**src/rtl/pipe_pkg.sv**
```systemverilog
// Shared widths, control-field layout and bubble encoding for the
// core's inter-stage registers.
package pipe_pkg;

  localparam int IF_ID_CTRL_W  = 4;
  localparam int IF_ID_DATA_W  = 64;
  localparam int ID_EX_CTRL_W  = 8;
  localparam int ID_EX_DATA_W  = 64;
  localparam int EX_MEM_CTRL_W = 6;
  localparam int EX_MEM_DATA_W = 64;
  localparam int MEM_WB_CTRL_W = 4;
  localparam int MEM_WB_DATA_W = 64;

  localparam int CTRL_REG_WRITE  = 0;
  localparam int CTRL_MEM_WRITE  = 1;
  localparam int CTRL_RES_SRC_LO = 2;
  localparam int CTRL_RES_SRC_HI = 3;
  localparam int CTRL_BRANCH     = 4;
  localparam int CTRL_JUMP       = 5;
  localparam int CTRL_ALU_SRC    = 6;
  localparam int CTRL_MEM_READ   = 7;

  localparam int BUBBLE_W = 64;
  localparam logic [BUBBLE_W-1:0] BUBBLE_CTRL = '0;

endpackage

```
**src/rtl/pipe_stage_entry.sv**
```systemverilog
// One valid+ctrl+data holding register for a pipeline stage.
// Priority: kill > load > drain; ctrl reads as bubble when not valid.
module pipe_stage_entry
  import pipe_pkg::*;
#(
  parameter int CTRL_W     = 8,
  parameter int DATA_W     = 64,
  parameter bit CLEAR_DATA = 1'b0
) (
  input  logic              clk,
  input  logic              rst,
  input  logic              kill,
  input  logic              load,
  input  logic              drain,
  input  logic [CTRL_W-1:0] ld_ctrl,
  input  logic [DATA_W-1:0] ld_data,
  output logic              vld,
  output logic [CTRL_W-1:0] ctrl,
  output logic [DATA_W-1:0] data
);

  localparam logic [CTRL_W-1:0] BUBBLE = CTRL_W'(BUBBLE_CTRL);

  logic              vld_q, vld_d;
  logic [CTRL_W-1:0] ctrl_q, ctrl_d;
  logic [DATA_W-1:0] data_q, data_d;

  always_comb begin
    vld_d  = vld_q;
    ctrl_d = ctrl_q;
    data_d = data_q;
    if (kill) begin
      vld_d  = 1'b0;
      ctrl_d = BUBBLE;
      if (CLEAR_DATA) data_d = '0;
    end else if (load) begin
      vld_d  = 1'b1;
      ctrl_d = ld_ctrl;
      data_d = ld_data;
    end else if (drain) begin
      // data left in place to avoid toggling the datapath
      vld_d  = 1'b0;
      ctrl_d = BUBBLE;
    end
  end

  always_ff @(posedge clk) begin
    if (rst) begin
      vld_q  <= 1'b0;
      ctrl_q <= BUBBLE;
      data_q <= '0;
    end else begin
      vld_q  <= vld_d;
      ctrl_q <= ctrl_d;
      data_q <= data_d;
    end
  end

  assign vld  = vld_q;
  assign ctrl = ctrl_q;
  assign data = data_q;

endmodule

```
**src/rtl/pipe_stage_reg.sv**
```systemverilog
// Generic pipeline stage register with valid/ready, stall, flush and
// a saturating flush counter. PIPE_STAGE_SKID_EN adds a skid entry.
module pipe_stage_reg
  import pipe_pkg::*;
#(
  parameter int CTRL_W     = ID_EX_CTRL_W,
  parameter int DATA_W     = ID_EX_DATA_W,
  parameter bit CLEAR_DATA = 1'b0,
  parameter int CNT_W      = 16
) (
  input  logic              clk,
  input  logic              rst,
  input  logic              flush_i,
  input  logic              stall_i,
  input  logic              in_valid,
  output logic              in_ready,
  input  logic [CTRL_W-1:0] in_ctrl,
  input  logic [DATA_W-1:0] in_data,
  output logic              out_valid,
  input  logic              out_ready,
  output logic [CTRL_W-1:0] out_ctrl,
  output logic [DATA_W-1:0] out_data,
  output logic [CNT_W-1:0]  flush_cnt
);

  logic              main_vld;
  logic [CTRL_W-1:0] main_ctrl;
  logic [DATA_W-1:0] main_data;
  logic              main_load;
  logic              main_drain;
  logic [CTRL_W-1:0] main_src_ctrl;
  logic [DATA_W-1:0] main_src_data;
  logic              in_fire;
  logic              out_fire;
  logic [1:0]        kill_cnt;

  assign out_fire = main_vld & out_ready & ~stall_i;

`ifdef PIPE_STAGE_SKID_EN
  logic              skid_vld;
  logic [CTRL_W-1:0] skid_ctrl;
  logic [DATA_W-1:0] skid_data;
  logic              skid_load;
  logic              skid_drain;

  assign in_ready = ~skid_vld;
  assign in_fire  = in_valid & in_ready;

  // skid is older than any new beat, so it refills main first
  assign main_load  = ~flush_i & (out_fire | ~main_vld)
                    & (skid_vld | in_fire);
  assign main_drain = out_fire & ~skid_vld & ~in_fire;
  assign main_src_ctrl = skid_vld ? skid_ctrl : in_ctrl;
  assign main_src_data = skid_vld ? skid_data : in_data;

  assign skid_load  = ~flush_i & main_vld & ~out_fire & in_fire;
  assign skid_drain = out_fire & skid_vld;

  assign kill_cnt = {1'b0, main_vld} + {1'b0, skid_vld};

  pipe_stage_entry #(
    .CTRL_W     (CTRL_W),
    .DATA_W     (DATA_W),
    .CLEAR_DATA (CLEAR_DATA)
  ) u_skid (
    .clk     (clk),
    .rst     (rst),
    .kill    (flush_i),
    .load    (skid_load),
    .drain   (skid_drain),
    .ld_ctrl (in_ctrl),
    .ld_data (in_data),
    .vld     (skid_vld),
    .ctrl    (skid_ctrl),
    .data    (skid_data)
  );
`else
  // flush accepts and drops whatever is offered this cycle
  assign in_ready = ~main_vld | (out_ready & ~stall_i) | flush_i;
  assign in_fire  = in_valid & in_ready;

  assign main_load     = ~flush_i & in_fire;
  assign main_drain    = out_fire & ~in_fire;
  assign main_src_ctrl = in_ctrl;
  assign main_src_data = in_data;

  assign kill_cnt = {1'b0, main_vld};
`endif

  pipe_stage_entry #(
    .CTRL_W     (CTRL_W),
    .DATA_W     (DATA_W),
    .CLEAR_DATA (CLEAR_DATA)
  ) u_main (
    .clk     (clk),
    .rst     (rst),
    .kill    (flush_i),
    .load    (main_load),
    .drain   (main_drain),
    .ld_ctrl (main_src_ctrl),
    .ld_data (main_src_data),
    .vld     (main_vld),
    .ctrl    (main_ctrl),
    .data    (main_data)
  );

  assign out_valid = main_vld;
  assign out_ctrl  = main_ctrl;
  assign out_data  = main_data;

  logic [CNT_W-1:0] cnt_q, cnt_d;
  logic [CNT_W:0]   cnt_sum;

  always_comb begin
    cnt_sum = {1'b0, cnt_q} + (CNT_W+1)'(kill_cnt);
    cnt_d   = cnt_q;
    if (flush_i) begin
      cnt_d = cnt_sum[CNT_W] ? '1 : cnt_sum[CNT_W-1:0];
    end
  end

  always_ff @(posedge clk) begin
    if (rst) cnt_q <= '0;
    else     cnt_q <= cnt_d;
  end

  assign flush_cnt = cnt_q;

endmodule

```
**config.mk**
```make
export PLATFORM = sky130hd
export DESIGN_NAME = pipe_stage_reg
export DESIGN_NICKNAME = d
export VERILOG_FILES = /design/src/rtl/pipe_pkg.sv /design/src/rtl/pipe_stage_entry.sv /design/src/rtl/pipe_stage_reg.sv
export SDC_FILE = /design/constraint.sdc
export NUM_CORES = 1
export LEC_CHECK = 0
export BUFFER_PORTS_ARGS = -buffer_cell sky130_fd_sc_hd__buf_2
export CAP_MARGIN = 10
export CORE_UTILIZATION = 38
export CTS_BUF_LIST = sky130_fd_sc_hd__clkbuf_4 sky130_fd_sc_hd__clkbuf_8
export DETAILED_ROUTE_END_ITERATION = 8
export GPL_TIMING_DRIVEN = 1
export PLACE_DENSITY = 0.68
export SYNTH_ARGS = -nofsm -noshare
export SYNTH_HDL_FRONTEND = slang
export SYNTH_SLANG_ARGS = --single-unit
```
**constraint.sdc**
```tcl
create_clock -name clk -period 3.25 [get_ports clk]
set_input_delay 0.4875 -clock clk [delete_from_list [all_inputs] [get_ports clk]]
set_output_delay 0.4875 -clock clk [all_outputs]
set_load 0.05 [all_outputs]
```
==> summary.md <==
| Metric | Value |
|---|---|
| Status | finished clean |
| Leak pwr | 1.99 nW |
| P_sw | 656 µW |
| R2r worst-path depth | 5 |
| Max_slew headroom | 39.3% |
| Port Buffers | 167 |
| Critical Path Max Stage Delay | 490 ps |
| Hold-fix buffers, CTS | 0 |
| Gr ovfl total | 0 |
| Hold EP | u_main.data[1]$_SDFFE_PP0P_ |
| Worst vdd ir | 0.230 mV |
| Worst reg2reg startpoint | u_main.vld$_SDFFE_PP0P_ |
| Pre-antenna DRT Iters | 4 |
| Core Area | 8300 µm² |
| Via count | 3229 |
| Total Wirelength | 8500 µm |
| Setup crit start kind | flip-flop |
| Initial core utilization | 39.6% |
| CP Cell Sequence | inv_1 -> or3_1 -> buf_2 |
| Final core utilization | 53.3% |
| Pin count of the biggest net entering global routing | 35 |
| Clock sink count | 89 |
| Critical path class | reg2out |
| Post-route DRC | 0 |
| Yosys reg bits | 89 |
| Hold depth | 3 |
| Die height | 95.0 µm |
| Slew @ Worst Pin | 910 ps |
| Worst hold start | in_data[1] |
| Layout cells sized above 1 | 34.4% |
| Logic pwr share | 15.3% |
| Synth Warn # | 0 |
| Setup_tns | 0 ps |
| Sequential Power Share | 50.8% |
| GR Util All Layers | 18.6% |
| CP bufs+invs | 2 |
| Worst-Skew Late Latency | 350 ps |
| Reg2reg end | u_main.data[11]$_SDFFE_PP0P_ |
| Hold slack | 366 ps |
| Clock power share | 33.9% |
| Total of max-cap violations | 0 |
| Final setup skew | 10.5 ps |
| PnR worst setup slack | 1210 ps |
| Synth top area cells | dfxtp_1 (54%), nand2_1 (15%), a21oi_1 (12%), a22oi_1 (1.8%), clkbuf_1 (1.8%) |
| Number of CTS-inserted buffers | 9 |
| Dpl hpwl | 6090 µm |
| Worst-path maximum fanout | 7 |
| Internal Power | 1.61 mW |
| H-tree depth | 3 |
| Commonest non-fill, non-tap cell in the layout | buf_2 |
| Area delta synth->final | 34.8% |
| R2r setup slk | 1310 ps |
| Iter 0 DRT Violations | 88 |
| Site Rows | 33 |
| Sw frac | 29.0% |
| Endpoint type of the worst setup path | output pin |
| Root Buffer | clkbuf_8 |
| Commonest non-fill, non-tap cells in the layout | buf_2 (167), nand2_1 (133), dfxtp_1 (89) |
| Cells after Synth | 405 |
| Synth area leader | dfxtp_1 |
| Final Slew Violations | 0 |
| Post-CTS setup buffer count | 0 |
| CP top delay family | flip-flops |
| Drt via density | 4.81 |
| Post-cts repair resize count | 0 |
| Post-synth top area share | 54.2% |
| CTS tree | yes |
| Final setup violation count | 0 |
| Power Dens Cells | 511 nW/µm² |
| Hold Fails Final Rpt | 0 |
| Sequential fraction of the synthesis area | 54.2% |
| Initial antenna violation count | 0 |
| Routed wire length per instance | 12.7 µm |
| CP max-delay cell | dfxtp_1 |
| Minimum clock period | 2040 ps |
| CP required | 2760 ps |
| Diode count | 0 |
| Tot Pwr | 2.26 mW |
| Die Footprint | 9020 µm² |
| Synth Cell Area | 3280 µm² |
| Fmax | 0.491 GHz |
| Hold Crit Class | in2reg |
| Die width | 95.0 µm |
| Via count of the first global-routing pass | 2915 |
| Reg clk slew, reported paths | 90 ps |
| Unrepaired setup endpoints after global routing | no |
| Critical Path AT | 1550 ps |
| Global-route wire length before repair | 13100 µm |
| Num ports | 168 |
| Post-route ant nets | 0 |
| Period utilisation layout | 62.7% |
| Netlist cell types | 33 |
| Routability cong. | 0.762 |
| Nets@finish | 642 |
| Syn nets | 485 |
| Synth Area per Inst | 8.11 µm² |
| Placement Setup Slack | 973 ps |
| Clock buffer depth | 2 |
## synth_stat cells, drive strengths merged
master  instances
clkbuf         17
ha              2
nand2         133
nand2b          1
o31ai           1
buf             9
or3             1
nor2           14
nor2b           3
or2             3
nor3            5
nand4           4
a21o            1
inv             5
nor4            4
a21boi          1
or4             1
o22ai           1
xor2            2
o21ai           3
dfxtp          89
a31oi           2
and3            2
mux2i           3
a22oi           8
a21oi          76
nand3           7
xnor2           6
a31o            1
## worst reg2reg max path: stages (launching register included)
cell	delay (ps)
dfxtp_1	490
inv_1	150
o21ai_4	700
buf_12	290
nand2_1	90
a21oi_1	150
## logic make-up (layout without fill, tap and decap cells)
group | Yosys count | count (layout) | synth area share, %
flops | 89 | 89 | 54.2
buf+inv | 31 | 193 | 3.92
compound gates | 94 | 94 | 15.5
mux | 3 | 3 | 0.914
fa+ha+maj | 2 | 2 | 0.762
simple gates | 178 | 178 | 22.5
xor+xnor | 8 | 8 | 2.13
## cell type report
cell class	count	area, µm²
repair buffers	172	898
clock buffers	10	138
inverters	5	18.8
fillers	824	3870
flip-flops and latches	89	1780
well taps	105	131
multi-input cells	285	1390
clock inverters	6	66.3
## worst max-delay path by stage
stage / from / endpoint / slack (ps) / depth (start not counted)
floorplan: u_main.vld$_SDFFE_PP0P_ / flush_cnt[13]$_SDFFE_PP0P_ / 1250 / 5
global placement: flush_i / u_main.data[46]$_SDFFE_PP0P_ / 1080 / 6
detailed placement: flush_i / u_main.data[55]$_SDFFE_PP0P_ / 970 / 6
CTS: u_main.vld$_SDFFE_PP0P_ / in_ready / 1200 / 3
global route: u_main.vld$_SDFFE_PP0P_ / in_ready / 1130 / 3
finish: u_main.vld$_SDFFE_PP0P_ / in_ready / 1210 / 3
## registers in the layout (all words and copies together) (netlist names)
signal       count
flush_cnt       16
u_main.ctrl      8
u_main.data     64
u_main.vld       1
## metal layers
metal / track usage [%] / wire, µm / vias up
met5: 0 / 0 / -
met4: 7.20 / 113 / 0
met3: 5.96 / 684 / 8
met2: 31.5 / 3980 / 117
met1: 21.6 / 3730 / 1451
li1: - / - / 1653
## power groups by stage
stage          Sequential, mW  Combinational (mW)  Clock, mW
2_1_floorplan            1.31              0.0952          0
3_3_place_gp             1.17               0.345          0
3_5_place_dp             1.18               0.350          0
4_1_cts                  1.15               0.350      0.796
5_1_grt                  1.16               0.372      0.843
6_report                 1.15               0.346      0.767
## per-stage QoR
step	cell area, µm²	cells
2_1_floorplan	3280	405
3_3_place_gp	4220	656
3_5_place_dp	4220	656
4_1_cts	4430	672
5_1_grt	4430	672
6_report	4430	672
Note: power is estimated with default switching activity, not from simulation.
